==> config.mk <==
export PLATFORM = sky130hd
export DESIGN_NAME = regfile_sb
export DESIGN_NICKNAME = d
export VERILOG_FILES = /design/src/rtl/regfile_sb.sv
export SDC_FILE = /design/constraint.sdc
export NUM_CORES = 2
export LEC_CHECK = 0
export ABC_AREA = 0
export ABC_CLOCK_PERIOD_IN_PS = 2050
export CAP_MARGIN = 10
export CORE_MARGIN = 3
export CORE_UTILIZATION = 50
export DETAILED_ROUTE_END_ITERATION = 8
export PLACE_DENSITY = 0.69
export SYNTH_ARGS = -nofsm -noshare
export SYNTH_HDL_FRONTEND = slang
export SYNTH_SLANG_ARGS = --single-unit
==> constraint.sdc <==
create_clock -name clk -period 2.05 [get_ports clk]
set_input_delay 0.205 -clock clk [delete_from_list [all_inputs] [get_ports clk]]
set_output_delay 0.205 -clock clk [all_outputs]
set_load 0.02 [all_outputs]
==> src/rtl/regfile_sb.sv <==
// Register file with two combinational read ports, one write port and a
// per-register pending scoreboard. Optional same-cycle write bypass: REGFILE_BYPASS_EN.
module regfile_sb #(
    parameter int DATA_W   = 32,
    parameter int ADDR_W   = 5,
    parameter int NUM_REGS = 32
) (
    input  logic                clk,
    input  logic                rst_n,
    input  logic [ADDR_W-1:0]   rs,
    input  logic [ADDR_W-1:0]   rt,
    output logic [DATA_W-1:0]   read1,
    output logic [DATA_W-1:0]   read2,
    input  logic                we,
    input  logic [ADDR_W-1:0]   rd,
    input  logic [DATA_W-1:0]   wr_data,
    input  logic                rsv_en,
    input  logic [ADDR_W-1:0]   rsv_addr,
    output logic                stall,
    output logic [NUM_REGS-1:0] pending
);

    logic [DATA_W-1:0]   regs [NUM_REGS];
    logic [NUM_REGS-1:0] pend_q;
    logic [NUM_REGS-1:0] pend_nxt;
    logic [DATA_W-1:0]   stored1;
    logic [DATA_W-1:0]   stored2;
    logic                pend1;
    logic                pend2;
    logic                bypass_rs;
    logic                bypass_rt;

    always_ff @(posedge clk or negedge rst_n) begin
        if (!rst_n) begin
            for (int i = 0; i < NUM_REGS; i++) begin
                regs[i] <= '0;
            end
            pend_q <= '0;
        end else begin
            for (int i = 1; i < NUM_REGS; i++) begin
                if (we && rd == ADDR_W'(i)) begin
                    regs[i] <= wr_data;
                end
            end
            pend_q <= pend_nxt;
        end
    end

    // Reservation is applied after the clear so a new producer wins.
    always_comb begin
        pend_nxt = pend_q;
        for (int i = 1; i < NUM_REGS; i++) begin
            if (we && rd == ADDR_W'(i)) begin
                pend_nxt[i] = 1'b0;
            end
            if (rsv_en && rsv_addr == ADDR_W'(i)) begin
                pend_nxt[i] = 1'b1;
            end
        end
        pend_nxt[0] = 1'b0;
    end

    // Register 0 and unimplemented addresses fall through to zero.
    always_comb begin
        stored1 = '0;
        stored2 = '0;
        pend1   = 1'b0;
        pend2   = 1'b0;
        for (int i = 1; i < NUM_REGS; i++) begin
            if (rs == ADDR_W'(i)) begin
                stored1 = regs[i];
                pend1   = pend_q[i];
            end
            if (rt == ADDR_W'(i)) begin
                stored2 = regs[i];
                pend2   = pend_q[i];
            end
        end
    end

`ifdef REGFILE_BYPASS_EN
    localparam logic [ADDR_W:0] NREGS = NUM_REGS[ADDR_W:0];

    logic rd_ok;

    assign rd_ok     = we && (rd != '0) && ({1'b0, rd} < NREGS);
    assign bypass_rs = rd_ok && (rd == rs);
    assign bypass_rt = rd_ok && (rd == rt);
    assign read1     = bypass_rs ? wr_data : stored1;
    assign read2     = bypass_rt ? wr_data : stored2;
`else
    assign bypass_rs = 1'b0;
    assign bypass_rt = 1'b0;
    assign read1     = stored1;
    assign read2     = stored2;
`endif

    assign stall   = (pend1 & ~bypass_rs) | (pend2 & ~bypass_rt);
    assign pending = pend_q;

endmodule

==> flow_summary.toml <==
[outcome]
status = "finished, violations left"
violations = "negative setup slack"

[sta]
fin_skew_ns = 0
setup_violations = 65
timing.fmax_ghz = 0.312
hold_viol_final = 0
maxSlewViolCount = 0
post-route-min-period_ns = 3.21
grt_setup_unrepaired = "yes"
postLayoutSetupSlackWorst_ns = -1.16
worst_pin_slew_ns = 0.729
period_share_pct = 157
maxSlewHeadroom_pct = 51.2

[yosys]
async_flop_share_pct = 100
yosys_warnings = 0
ys_seq_area_share_pct = 45.0
synth_top_cell_by_area = "dfrtp_1"
postSynthCellCount = 5404
synth_area_leaders = "dfrtp_1, mux2_2, o21ai_0"
yosys-top-cells-count = "mux2_2, dfrtp_1, o21ai_0"
netlist_area_sq_um = 56800
syn-num-nets = 5460
synth_most_common_cell = "mux2_2"
dominantRegCellSynth = "dfrtp_1"
avgSynthCellArea_sq_um = 10.5
synth-seq-cells = 1023
synth_edf_count = 0
synth_cell_types = 85
synth_top_cell_area_share_pct = 45.0

[clock_tree]
numCtsBuffers = 114
cts_tree = "yes"
clockBufferDepth = 3
clk_latency_ns = 0.76
cts_sinks = 1023
cts_max_level = 3
cts_root_buf = "clkbuf_16"
clkTransAtPathRegs_ns = 0.06

[floorplanning]
dieArea_sq_um = 118000
start_util_pct = 50.5
die_height_microns = 343
io-pin-count = 153
dieWidth_microns = 343
fp-row-count = 123
core_area_sq_um = 113000

[grt]
grt_usage_pct = 52.2
grt_remaining_overflow = 0
grt_pass1_vias = 59100
grt_pass1_wl_microns = 437000
grt_max_degree = 93
antenna_found_initial = 9

[worst_setup_path]
cpPeakStageDelay_ns = 0.40
cp_max_fo = 2
cpMaxStageDelayCell = "dfrtp_1"
cpLargestDelayFamily = "compound AO/OA/AOI/OAI gates"
cp-end-kind = "output pin"
path_class = "reg2out"
cp.arrival_ns = 3.00
cp-start-kind = "flip-flop"
crit_chain = "buf_6 -> o21ai_4 -> a211oi_4 -> o221ai_2 -> o211ai_1 -> a221oi_2 -> buf_4 -> o21ai_4 -> buf_6"
crit_buf_inv = 3
critPathRequiredTime_ns = 1.85

[drt]
vias_per_cell = 7.09
ant_nets = 0
routedWlPerCell_microns = 36.8
routed_wl_microns = 314000
vias = 60400
drtIter0Drc = 9372
first_pass_iters = 7
drc = 0

[power_and_ir_drop]
switching_share_pct = 32.3
pwr-share-clk_pct = 31.9
switching_power_mw = 22.4
pwr-share-seq_pct = 40.1
pwr-share-comb_pct = 27.9
power.internal_mw = 46.9
peakVddDrop_v = 0.000915
power_density_nw_per_um2 = 856
p_leak_nw = 36.6

[final_layout]
stdcell_area_sq_um = 81000
finalNetCount = 6976
drive_gt1_share_pct = 51.5
final.fill_count = 8379
syn_to_final_growth_pct = 42.5
fin_util_pct = 71.9
stdcell_count = 8521

[placement]
hpwl_microns = 230000
place_area_sq_um = 73300
dp_cells = 8270
gp_congestion = 1.13
dpl_worst_slack_ns = -1.89
io_buffers = 151

[min_path]
hold_path_class = "in2async"

[job]
drv_cap = 0
==> power by group through the flow <==
stage	Sequential [mW]	Clock (mW)	Combinational, mW
CTS	27.5	22.2	18.4
finish	27.8	22.1	19.4
detailed placement	27.7	0	17.2
floorplan	26.8	0	7.43
global placement	27.6	0	16.9
global route	28.0	22.9	20.0
==> logic make-up after synthesis <==
family	count (synthesis)	synth area share [%]
buffers and inverters	576	4.59
other	1	0.00660
AND/OR/NAND/NOR	930	7.89
flip-flops	1023	45.0
multiplexers	1161	22.9
AO/OA/AOI/OAI	1713	19.6
==> layout make-up <==
cell class | count | area [sq um] | share of cell area (%)
Sequential cell | 1023 | 25600 | 31.6
Timing Repair Buffer | 1941 | 17400 | 21.5
Antenna cell | 6 | 15.0 | 0.0185
Tap cell | 1500 | 1880 | 2.32
Clock inverter | 49 | 711 | 0.877
Inverter | 35 | 131 | 0.162
Multi-Input combinational cell | 3805 | 32000 | 39.4
Clock buffer | 162 | 3270 | 4.04
==> worst paths after layout <==
path,slack (ns),cells after the start,start,end
worst max-delay path,-1.16,9,regs[901],read1[5]
worst min-delay path,0.008,2,rst_n,regs[793]
worst max register to register,0.98,3,regs[978],regs[978]
worst min register to register,0.53,1,regs[386],regs[386]
max in group asynchronous,1.12,4,rst_n,regs[100]
min in group clk,0.22,2,rsv_addr[3],pending[3]
==> cell usage in the layout (no fill, tap or decap), types with 64 or more instances in the layout <==
cell type and count:
a21oi_1 308, a22oi_1 117, buf_12 167, buf_4 1556, buf_6 134, clkbuf_16 117, dfrtp_1 1012, mux2_2 1021
mux2i_1 108, nand2_1 245, nor2_1 216, nor3_1 64, o21ai_0 306, o22ai_1 225
==> timing repair <==
action	in CTS	in global routing
pin swaps	255	149
hold buffers	1	0
cloned	0	1
hold endpoints to repair	606	0
endpoints found under the setup margin	91	68
buffers inserted	58	18
gates resized for setup	893	186
==> state kept, by name (all words and copies together), names as in the netlist <==
signal and flops:
regs 992, pending 31
==> stage by stage <==
step | total power [mW] | TNS, ns | hold WS (ns)
after CTS | 68.0 | -54.07 | 0.0277
final | 69.3 | -55.56 | 0.00841
after detailed placement | 44.9 | -215.37 | 0.180
after global routing | 70.9 | -56.98 | 0.0111
after floorplan | 34.3 | -0.198 | -0.0906
after global placement | 44.4 | -200.08 | 0.180
==> per-layer routing <==
| metal | up-vias | track usage [%] | routed length, microns |
|---|---|---|---|
| met5 | - | 0 | 69 |
| met4 | 10 | 40.2 | 31100 |
| met3 | 1462 | 18.0 | 43600 |
| met2 | 5360 | 74.1 | 128000 |
| met1 | 29900 | 65.0 | 111000 |
| li1 | 23600 | - | - |
(Power assumes the default switching activity.)
